### src/rtl/display_scan_controller_pkg.sv
// Shared definitions for the four-digit seven-segment scan controller:
// scan FSM encodings, digit index constants, segment patterns and the
// slot-length derivation.
package display_scan_controller_pkg;

  typedef enum logic [1:0] {
    ST_BLANK = 2'd0,
    ST_LOAD  = 2'd1,
    ST_DRIVE = 2'd2
  } scan_state_e;

  // Scan order: minutes ones, minutes tens, hours ones, hours tens.
  localparam logic [1:0] IDX_MIN_ONES = 2'd0;
  localparam logic [1:0] IDX_MIN_TENS = 2'd1;
  localparam logic [1:0] IDX_HR_ONES  = 2'd2;
  localparam logic [1:0] IDX_HR_TENS  = 2'd3;

  // Active-low segment patterns, bit order [6:0] = g..a.
  localparam logic [6:0] SEG_0     = 7'h40;
  localparam logic [6:0] SEG_1     = 7'h79;
  localparam logic [6:0] SEG_2     = 7'h24;
  localparam logic [6:0] SEG_3     = 7'h30;
  localparam logic [6:0] SEG_4     = 7'h19;
  localparam logic [6:0] SEG_5     = 7'h12;
  localparam logic [6:0] SEG_6     = 7'h02;
  localparam logic [6:0] SEG_7     = 7'h78;
  localparam logic [6:0] SEG_8     = 7'h00;
  localparam logic [6:0] SEG_9     = 7'h10;
  localparam logic [6:0] SEG_BLANK = 7'h7F;

  // Clock cycles per digit slot: a full frame covers four digits.
  function automatic int slot_cycles(input int clk_hz, input int scan_hz);
    return clk_hz / (scan_hz * 4);
  endfunction

endpackage

### src/rtl/display_scan_controller_bcd_to_7seg.sv
// bcd_to_7seg: combinational BCD nibble to active-low seven-segment pattern.
// Values above 9 produce a blank digit.
module bcd_to_7seg
  import display_scan_controller_pkg::*;
(
  input  logic [3:0] bcd_i,
  output logic [6:0] seg_o
);

  // Decode one nibble; the default arm keeps every path assigned.
  always_comb begin
    unique case (bcd_i)
      4'd0:    seg_o = SEG_0;
      4'd1:    seg_o = SEG_1;
      4'd2:    seg_o = SEG_2;
      4'd3:    seg_o = SEG_3;
      4'd4:    seg_o = SEG_4;
      4'd5:    seg_o = SEG_5;
      4'd6:    seg_o = SEG_6;
      4'd7:    seg_o = SEG_7;
      4'd8:    seg_o = SEG_8;
      4'd9:    seg_o = SEG_9;
      default: seg_o = SEG_BLANK;
    endcase
  end

endmodule

### src/rtl/display_scan_controller.sv
// display_scan_controller: time-multiplexes hours/minutes onto a four-digit
// seven-segment display with an anode-off blanking gap per slot, digit blink
// for the field being set, and a seconds dot on the hours-ones digit.
// Optional build macro: LEADING_ZERO_BLANK_EN blanks a zero hours-tens digit.
module display_scan_controller
  import display_scan_controller_pkg::*;
#(
  parameter int CLK_HZ       = 25_000_000,
  parameter int SCAN_HZ      = 1000,
  parameter int BLINK_HZ     = 2,
  parameter int BLANK_CYCLES = 16
) (
  input  logic       i_Clock,
  input  logic       i_Reset_n,
  input  logic [7:0] i_Hours_BCD,
  input  logic [7:0] i_Minutes_BCD,
  input  logic [1:0] i_Display_Enable_Digits,
  input  logic       i_Display_Enable_Dot,
  input  logic       i_Second_Tick,
  output logic [3:0] o_Digit_Select,
  output logic [6:0] o_Segments,
  output logic       o_Dot
);

  localparam int SLOT_CYCLES  = slot_cycles(CLK_HZ, SCAN_HZ);
  localparam int DRIVE_CYCLES = SLOT_CYCLES - BLANK_CYCLES - 1;
  localparam int CNT_W        = $clog2(SLOT_CYCLES + 1);
  localparam int BLINK_HALF   = CLK_HZ / (2 * BLINK_HZ);
  localparam int BLINK_W      = $clog2(BLINK_HALF + 1);

  localparam logic [CNT_W-1:0]   BLANK_LAST = CNT_W'(BLANK_CYCLES - 1);
  localparam logic [CNT_W-1:0]   DRIVE_LAST = CNT_W'(DRIVE_CYCLES - 1);
  localparam logic [BLINK_W-1:0] BLINK_LAST = BLINK_W'(BLINK_HALF - 1);

  if (BLANK_CYCLES < 1 || SLOT_CYCLES < BLANK_CYCLES + 2) begin : g_cfg_check
    $error("display_scan_controller: SLOT_CYCLES must be at least BLANK_CYCLES+2");
  end

  scan_state_e        state_q, state_d;
  logic [CNT_W-1:0]   cnt_q, cnt_d;
  logic [1:0]         idx_q, idx_d;
  logic [BLINK_W-1:0] blink_cnt_q, blink_cnt_d;
  logic               blink_on_q, blink_on_d;
  logic [1:0]         en_prev_q;
  logic               sec_phase_q, sec_phase_d;
  logic [3:0]         anode_q, anode_d;
  logic [6:0]         seg_q, seg_d;
  logic               dot_q, dot_d;

  logic [3:0] nibble;
  logic [6:0] seg_dec;
  logic [3:0] anode_sel;
  logic       pair_blinks;
  logic       en_changed;
  logic       blink_gate;

  // Slot sequencing: BLANK for BLANK_CYCLES, one LOAD, then DRIVE to slot end.
  always_comb begin
    // NOTE: every combinational output gets a default first so no path
    // leaves it unassigned, which would otherwise infer a latch.
    state_d = state_q;
    cnt_d   = cnt_q;
    idx_d   = idx_q;
    unique case (state_q)
      ST_BLANK: begin
        if (cnt_q == BLANK_LAST) begin
          state_d = ST_LOAD;
          cnt_d   = '0;
        end else begin
          cnt_d = cnt_q + 1'b1;
        end
      end
      ST_LOAD: begin
        state_d = ST_DRIVE;
        cnt_d   = '0;
      end
      ST_DRIVE: begin
        if (cnt_q == DRIVE_LAST) begin
          state_d = ST_BLANK;
          cnt_d   = '0;
          idx_d   = idx_q + 1'b1;
        end else begin
          cnt_d = cnt_q + 1'b1;
        end
      end
      default: begin
        state_d = ST_BLANK;
        cnt_d   = '0;
      end
    endcase
  end

  // Pick the BCD nibble for the digit currently being scanned.
  always_comb begin
    nibble = 4'h0;
    case (idx_q)
      IDX_MIN_ONES: nibble = i_Minutes_BCD[3:0];
      IDX_MIN_TENS: nibble = i_Minutes_BCD[7:4];
      IDX_HR_ONES:  nibble = i_Hours_BCD[3:0];
      default:      nibble = i_Hours_BCD[7:4];
    endcase
`ifdef LEADING_ZERO_BLANK_EN
    // A zero hours-tens digit is shown as a blank rather than "0".
    if (idx_q == IDX_HR_TENS && i_Hours_BCD[7:4] == 4'h0) nibble = 4'hF;
`endif
  end

  bcd_to_7seg u_bcd_to_7seg (
    .bcd_i (nibble),
    .seg_o (seg_dec)
  );

  // Blink gating: a change of the enables counts as phase ON this cycle so
  // a newly selected field is never loaded dark.
  always_comb begin
    anode_sel   = ~(4'b0001 << idx_q);
    pair_blinks = idx_q[1] ? i_Display_Enable_Digits[1] : i_Display_Enable_Digits[0];
    en_changed  = (i_Display_Enable_Digits != en_prev_q);
    blink_gate  = pair_blinks && !(blink_on_q || en_changed);
  end

  // Blink half-period counter and seconds-dot phase.
  always_comb begin
    blink_cnt_d = blink_cnt_q;
    blink_on_d  = blink_on_q;
    if (en_changed) begin
      blink_cnt_d = '0;
      blink_on_d  = 1'b1;
    end else if (blink_cnt_q == BLINK_LAST) begin
      blink_cnt_d = '0;
      blink_on_d  = !blink_on_q;
    end else begin
      blink_cnt_d = blink_cnt_q + 1'b1;
    end

    // Disabling the dot clears the phase even if a tick arrives together.
    if (!i_Display_Enable_Dot)  sec_phase_d = 1'b0;
    else if (i_Second_Tick)     sec_phase_d = !sec_phase_q;
    else                        sec_phase_d = sec_phase_q;
  end

  // Output drive: latched at LOAD, held through DRIVE, blank otherwise.
  always_comb begin
    anode_d = 4'hF;
    seg_d   = SEG_BLANK;
    dot_d   = 1'b1;
    if (state_q == ST_LOAD) begin
      anode_d = blink_gate ? 4'hF : anode_sel;
      seg_d   = seg_dec;
      dot_d   = !((idx_q == IDX_HR_ONES) && i_Display_Enable_Dot && sec_phase_q);
    end else if (state_q == ST_DRIVE && state_d == ST_DRIVE) begin
      anode_d = anode_q;
      seg_d   = seg_q;
      dot_d   = dot_q;
    end
  end

  // State and output registers; reset forces every anode off at once.
  always_ff @(posedge i_Clock or negedge i_Reset_n) begin
    if (!i_Reset_n) begin
      state_q     <= ST_BLANK;
      cnt_q       <= '0;
      idx_q       <= IDX_MIN_ONES;
      blink_cnt_q <= '0;
      blink_on_q  <= 1'b1;
      en_prev_q   <= 2'b00;
      sec_phase_q <= 1'b0;
      anode_q     <= 4'hF;
      seg_q       <= SEG_BLANK;
      dot_q       <= 1'b1;
    end else begin
      // NOTE: non-blocking assignments so every register samples the values
      // from before this edge, independent of statement order.
      state_q     <= state_d;
      cnt_q       <= cnt_d;
      idx_q       <= idx_d;
      blink_cnt_q <= blink_cnt_d;
      blink_on_q  <= blink_on_d;
      en_prev_q   <= i_Display_Enable_Digits;
      sec_phase_q <= sec_phase_d;
      anode_q     <= anode_d;
      seg_q       <= seg_d;
      dot_q       <= dot_d;
    end
  end

  assign o_Digit_Select = anode_q;
  assign o_Segments     = seg_q;
  assign o_Dot          = dot_q;

endmodule

### config.mk
export PLATFORM = sky130hd
export DESIGN_NAME = display_scan_controller
export DESIGN_NICKNAME = d
export VERILOG_FILES = /design/src/rtl/display_scan_controller_pkg.sv /design/src/rtl/display_scan_controller_bcd_to_7seg.sv /design/src/rtl/display_scan_controller.sv
export SDC_FILE = /design/constraint.sdc
export NUM_CORES = 1
export LEC_CHECK = 0
export CORE_MARGIN = 1
export CORE_UTILIZATION = 45
export CTS_BUF_LIST = sky130_fd_sc_hd__clkbuf_4
export DETAILED_ROUTE_END_ITERATION = 8
export PLACE_DENSITY = 0.66
export SKIP_CTS_REPAIR_TIMING = 1
export SLEW_MARGIN = 10
export SYNTH_ARGS = -nofsm -noshare
export SYNTH_HDL_FRONTEND = slang
export SYNTH_SLANG_ARGS = --single-unit
### constraint.sdc
create_clock -name i_Clock -period 4.4 [get_ports i_Clock]
set_input_delay 0.44 -clock i_Clock [delete_from_list [all_inputs] [get_ports i_Clock]]
set_output_delay 0.44 -clock i_Clock [all_outputs]
set_load 0.02 [all_outputs]
* Yosys cells after proc, flatten, opt, wreduce, memory -nomap -nowiden
Memories as Yosys holds them, arrays and structs flattened.
Cells that the tools add are included.
** Storage, ports and cells
- Register bits :: 56
- Bits in latches :: 0
- Bits in writable memories :: 0
- Bits in read-only memories :: 112
- Input bits :: 22
- Output and inout bits :: 12
- Word-level logic and storage cells :: 61
- Memories kept :: 1
** Memory list
- (no name shown) :: words 16, bits a word 7, rd ports 1, clocked after Yosys merged registers in 0, write ports 0, RTL line display_scan_controller_bcd_to_7seg.sv:12 : unique case (bcd_i)
** Operators by class
- Add/subtract/negate cells :: 3
- $mul :: 0
- Divide/modulo/power cells :: 0
- Magnitude comparators :: 0
- Equal/unequal tests :: 11
- Shift-type cells :: 1
- Muxes and demuxes :: 21
- Bitwise operators :: 1
- Reduce and logical (&&, ||, !) cells :: 13
** Operator list (count)
- 23-bit two-way mux :: 2
- 13-bit two-way mux :: 2
- 13-bit case mux with 2 select lines :: 1
- 23-bit by 1-bit adder with 23-bit output (second input constant) :: 1
- 23-bit == test (second input constant) :: 1
- 7-bit two-way mux :: 2
- 13-bit by 1-bit adder with 13-bit output (second input constant) :: 1
- 13-bit == test (second input constant) :: 1
- 13-bit by 4-bit == test with 1-bit output (second input constant) :: 1
- 4-bit two-way mux :: 3
- 4-bit case mux with 3 select lines :: 1
- 1-bit two-way mux :: 7
- 2-bit == test (second input constant) :: 3
- 2-bit case mux with 3 select lines :: 1
- 2-bit by 1-bit == test with 1-bit output (second input constant) :: 2
- 1-bit logical AND :: 4
- 1-bit zero test :: 4
- 2-bit zero test :: 2
- 2-bit two-way mux :: 2
- 4-bit inverter :: 1
- 1-bit by 2-bit << shifter with 4-bit output (first input constant) :: 1
- 2-bit by 1-bit adder with 2-bit output (second input constant) :: 1
- 2-bit by 1-bit inequality test with 1-bit output (second input constant) :: 1
- 2-bit inequality test :: 1
- other kinds (4) :: 4

* Longest topological paths before layout
- Depth after elaboration :: 7
- Gate-level depth with buffers :: 10
- Gate-level depth less buffers :: 10

* Hierarchy
Synthesis repeated with hierarchy kept, for this count alone.
** Unflattened totals
- Cell total of the unflattened synthesis :: 298
- Area total of the unflattened synthesis :: 3021.6 µm²
** By module, submodules not included
- display_scan_controller :: instances 1, cells an instance 265, area each 2811.4 µm², sequential area each 1417.6 µm²
- bcd_to_7seg :: instances 1, cells an instance 33, area each 210.2 µm², sequential area each 0.0 µm²

* Least setup slack after synthesis
No wires, ideal clock.
- Path kind :: register to register
- Start :: reg idx_q[0]
- End :: reg seg_q[0] (netlist: o_Segments[0])
- Setup time :: 0.080 ns
- Arrival time :: 1.877 ns
- Data required time :: 4.320 ns
- Slack :: 2.444 ns
- Stages on the path, launching flop included :: 11
- Path buffers :: 0
- Clock period less this slack :: 1.956 ns
- Cell sequence :: dfrtp_1 inv_1 ha_1 a22oi_1 nand2_1 mux2i_1 inv_1 ha_1 o21ai_0 a21oi_1 o22a_1
** Between the ends
- Cells in the longest elaborated chain, start to end :: 4
- Elaborated cells on any way between the ends :: 6
- Those cells by class :: eq/ne (2); mux (2); reduce/logical (1); memory (1)
** Ends and longest elaborated chain
- start: declaration :: RTL line display_scan_controller.sv:41 : logic [1:0] idx_q, idx_d;
- start signal: assignment :: RTL line display_scan_controller.sv:176 : idx_q <= idx_d;
- 2-bit == test, or another cell as far along :: RTL line display_scan_controller.sv:96 : case (idx_q)
- 4-bit case mux with 3 select lines * :: RTL line display_scan_controller.sv:96
- memory 16 x 7 bit *
- 7-bit two-way mux * :: RTL line display_scan_controller.sv:147 : if (state_q == ST_LOAD) begin
- end signal: assignment :: RTL line display_scan_controller.sv:182 : seg_q <= seg_d;
- end: declaration :: RTL line display_scan_controller.sv:47 : logic [6:0] seg_q, seg_d;
Every way passes the cells marked *; elsewhere a longest branch is shown, timed or not.
A chain may end at the register's enable or synchronous reset.

* Worst setup path after layout
- Start :: reg idx_q[1]
- End :: reg seg_q[0] (netlist: o_Segments[0])
The elaborated chain is that of the path after synthesis.

==> flow_summary.json <==
{
  "status": "finished, final reports clean",
  "drt-total-wl_um": 5230,
  "clkSinkCount": 56,
  "cp.required_ps": 4720,
  "cts_tree": "done",
  "multi_input_area_um2": 1400,
  "regArea_um2": 1420,
  "slowest_delay_ps": 500,
  "cts-root-buf": "clkbuf_4",
  "detail_route.wl_per_cell_um": 13.1,
  "synth_edf_count": 0,
  "cts_buffers": 5,
  "rows": 28,
  "netlist_instances": 287,
  "fmax_mhz": 425,
  "num_vias": 2130,
  "syn_area_per_cell_um2": 10.0,
  "start_util": 0.475,
  "io_pins": 34,
  "drc": 0,
  "critPathCaptureType": "flop",
  "grt_max_degree": 57,
  "hold_slack_ps": 159,
  "cts_max_path_buffers": 2,
  "synth_commonest_cells": "nor2_1 (53), dfrtp_1 (43), xor2_1 (22), nand3_1 (18), nand2_1 (17)",
  "antenna_found_initial": 0,
  "critPathKind": "flop to flop",
  "cp_slowest_cell": "dfrtp_1",
  "synthFlopType": "dfrtp_1",
  "grt_pass1_wl_um": 8830,
  "r2r_slack_ps": 2050,
  "hold_path_class": "input port to asynchronous set/reset pin",
  "htreeDepth": 2,
  "fin_tns_setup_ps": 0,
  "period_share": 0.534,
  "worst_slack_ps": 2050,
  "cp-start-kind": "flop",
  "hold_viol_final": 0,
  "critPathArrivalTime_ps": 2670,
  "tightest_slew_ps": 876,
  "crit_fanout": 7,
  "diodes": 0,
  "drt_pass1_iterations": 4,
  "fp.dieW_um": 82.0,
  "drtAntennaViolNets": 0,
  "instances_no_fill": 400,
  "timing.rr.end": "o_Segments[0]",
  "cts.clk_slew.worst_paths_ps": 160,
  "min_period_ps": 2350,
  "fin_util": 0.551,
  "synth_top_area_cell": "dfrtp_1",
  "yosys_register_bits": 56,
  "io_buffers": 33,
  "grt_overflow": 0,
  "ys_warn_count": 0,
  "clk_latency_ps": 370,
  "area_growth_pct": 16.0,
  "gp_routability_congestion": 0.787,
  "p_leak_nw": 1.40,
  "worstReg2RegStart": "idx_q[1]",
  "irDropWorstVdd_v": 0.000110,
  "setup_viol_count_final": 0,
  "grt_pass1_vias": 1974,
  "yosysSeqAreaShare": 0.492,
  "nNetsFinal": 359,
  "slew_viol_final": 0,
  "dieArea_um2": 6720,
  "maxCapViolations": 0,
  "fillerInstances": 579,
  "finalClockSkew_ps": 15.2,
  "yosys-top-cells-area": "dfrtp_1 (37%), dfstp_2 (12%), nor2_1 (6.9%)",
  "yosysUniqueCellTypes": 40,
  "yosysMostFrequentCell": "nor2_1",
  "syn_area_um2": 2880,
  "layout-drive-gt1-share": 0.0862,
  "max_slew_margin": 0.416,
  "rsz0062_at_grt": "false",
  "timing.critical_path.cells": "inv_1 -> ha_1 -> a22oi_1 -> nand2_1 -> mux2i_1 -> inv_1 -> ha_1 -> o21ai_0 -> a21oi_1 -> o22a_1",
  "rr_worst_depth": 10,
  "async_flop_share": 1.00,
  "synth_nets": 322,
  "crit_start": "idx_q[1]",
  "synth_top_area_frac": 0.374,
  "hpwl_um": 3730,
  "power.density_nw_per_um2": 251,
  "drt_iter0_drc": 156,
  "via_per_inst": 5.33,
  "post-place-cells": 392,
  "pre_cts_ws_ps": 2010,
  "core-area_um2": 6060,
  "grt_usage": 0.170,
  "die_height_um": 82.0
}
## state kept, by name, indices dropped and copies added (netlist names)
name,cells
cnt_q,13
o_Digit_Select,4
o_Dot,1
sec_phase_q,1
en_prev_q,2
idx_q,2
blink_cnt_q,23
o_Segments,7
state_q,2
blink_on_q,1
## critical path: cells and delay by family, from the launching register on
family          cells  cell delay, ps
compound gates      4             670
flops               1             500
fa+ha+maj           2             470
mux                 1             340
buf+inv             2             220
simple gates        1             110
## through the flow
stage / total power, mW / instance area, µm²
floorplan: 0.577 / 2880
global placement: 0.624 / 3280
global route: 0.884 / 3340
detailed placement: 0.625 / 3280
finish: 0.839 / 3340
CTS: 0.854 / 3340
## cell type report
type,count,area share
flip-flops and latches,56,0.424
multi-input cells,216,0.418
repair buffers,34,0.0996
well taps,75,0.0281
clock buffers,6,0.0135
inverters,11,0.0124
clock inverters,2,0.00375
## worst max-delay path by stage
| stage | depth (start not counted) | endpoint |
|---|---|---|
| after global placement | 8 | o_Segments[0] |
| after floorplan | 10 | o_Segments[0] |
| after detailed placement | 5 | blink_cnt_q[19] |
| after global routing | 10 | o_Segments[3] |
| final | 10 | o_Segments[0] |
| after CTS | 5 | blink_cnt_q[19] |
## where the power goes
part	switching (mW)	internal, mW	leakage, nW	total [mW]
Combinational	0.0410	0.0405	0.650	0.0815
Sequential	0.00524	0.528	0.721	0.533
Clock	0.156	0.0686	0.0333	0.225
## cell families after synthesis
group,share of synthesized area
AND/OR/NAND/NOR,0.223
flip-flops,0.492
XOR/XNOR,0.106
AO/OA/AOI/OAI,0.0886
buffers and inverters,0.0226
adder cells (fa/ha/maj),0.0565
multiplexers,0.0109
## cells in the final DEF, fill, tap and decap left out, drive strengths merged, types with 4 or more instances in the layout
| cell | Yosys | layout |
|---|---|---|
| a21oi | 11 | 11 |
| clkdlybuf4s50 | 0 | 32 |
| nand4 | 9 | 9 |
| nand2 | 17 | 17 |
| dfstp | 13 | 13 |
| xor2 | 22 | 22 |
| dfrtp | 43 | 43 |
| nor2 | 53 | 53 |
| ha | 13 | 13 |
| nor3 | 6 | 6 |
| inv | 11 | 11 |
| clkbuf | 2 | 6 |
| nor2b | 4 | 4 |
| and3 | 6 | 6 |
| nand3 | 18 | 18 |
| xnor2 | 13 | 13 |
| and2 | 4 | 4 |
| a22oi | 4 | 4 |
| o22a | 8 | 8 |
## routing by layer
| metal | track usage | wire (µm) | up-vias |
|---|---|---|---|
| li1 | - | - | 1065 |
| met1 | 0.225 | 2540 | 1016 |
| met2 | 0.271 | 2310 | 42 |
| met3 | 0.0456 | 317 | 7 |
| met4 | 0.0509 | 60 | 0 |
| met5 | 0 | 0 | - |
Power figures use the tool's default switching activity.
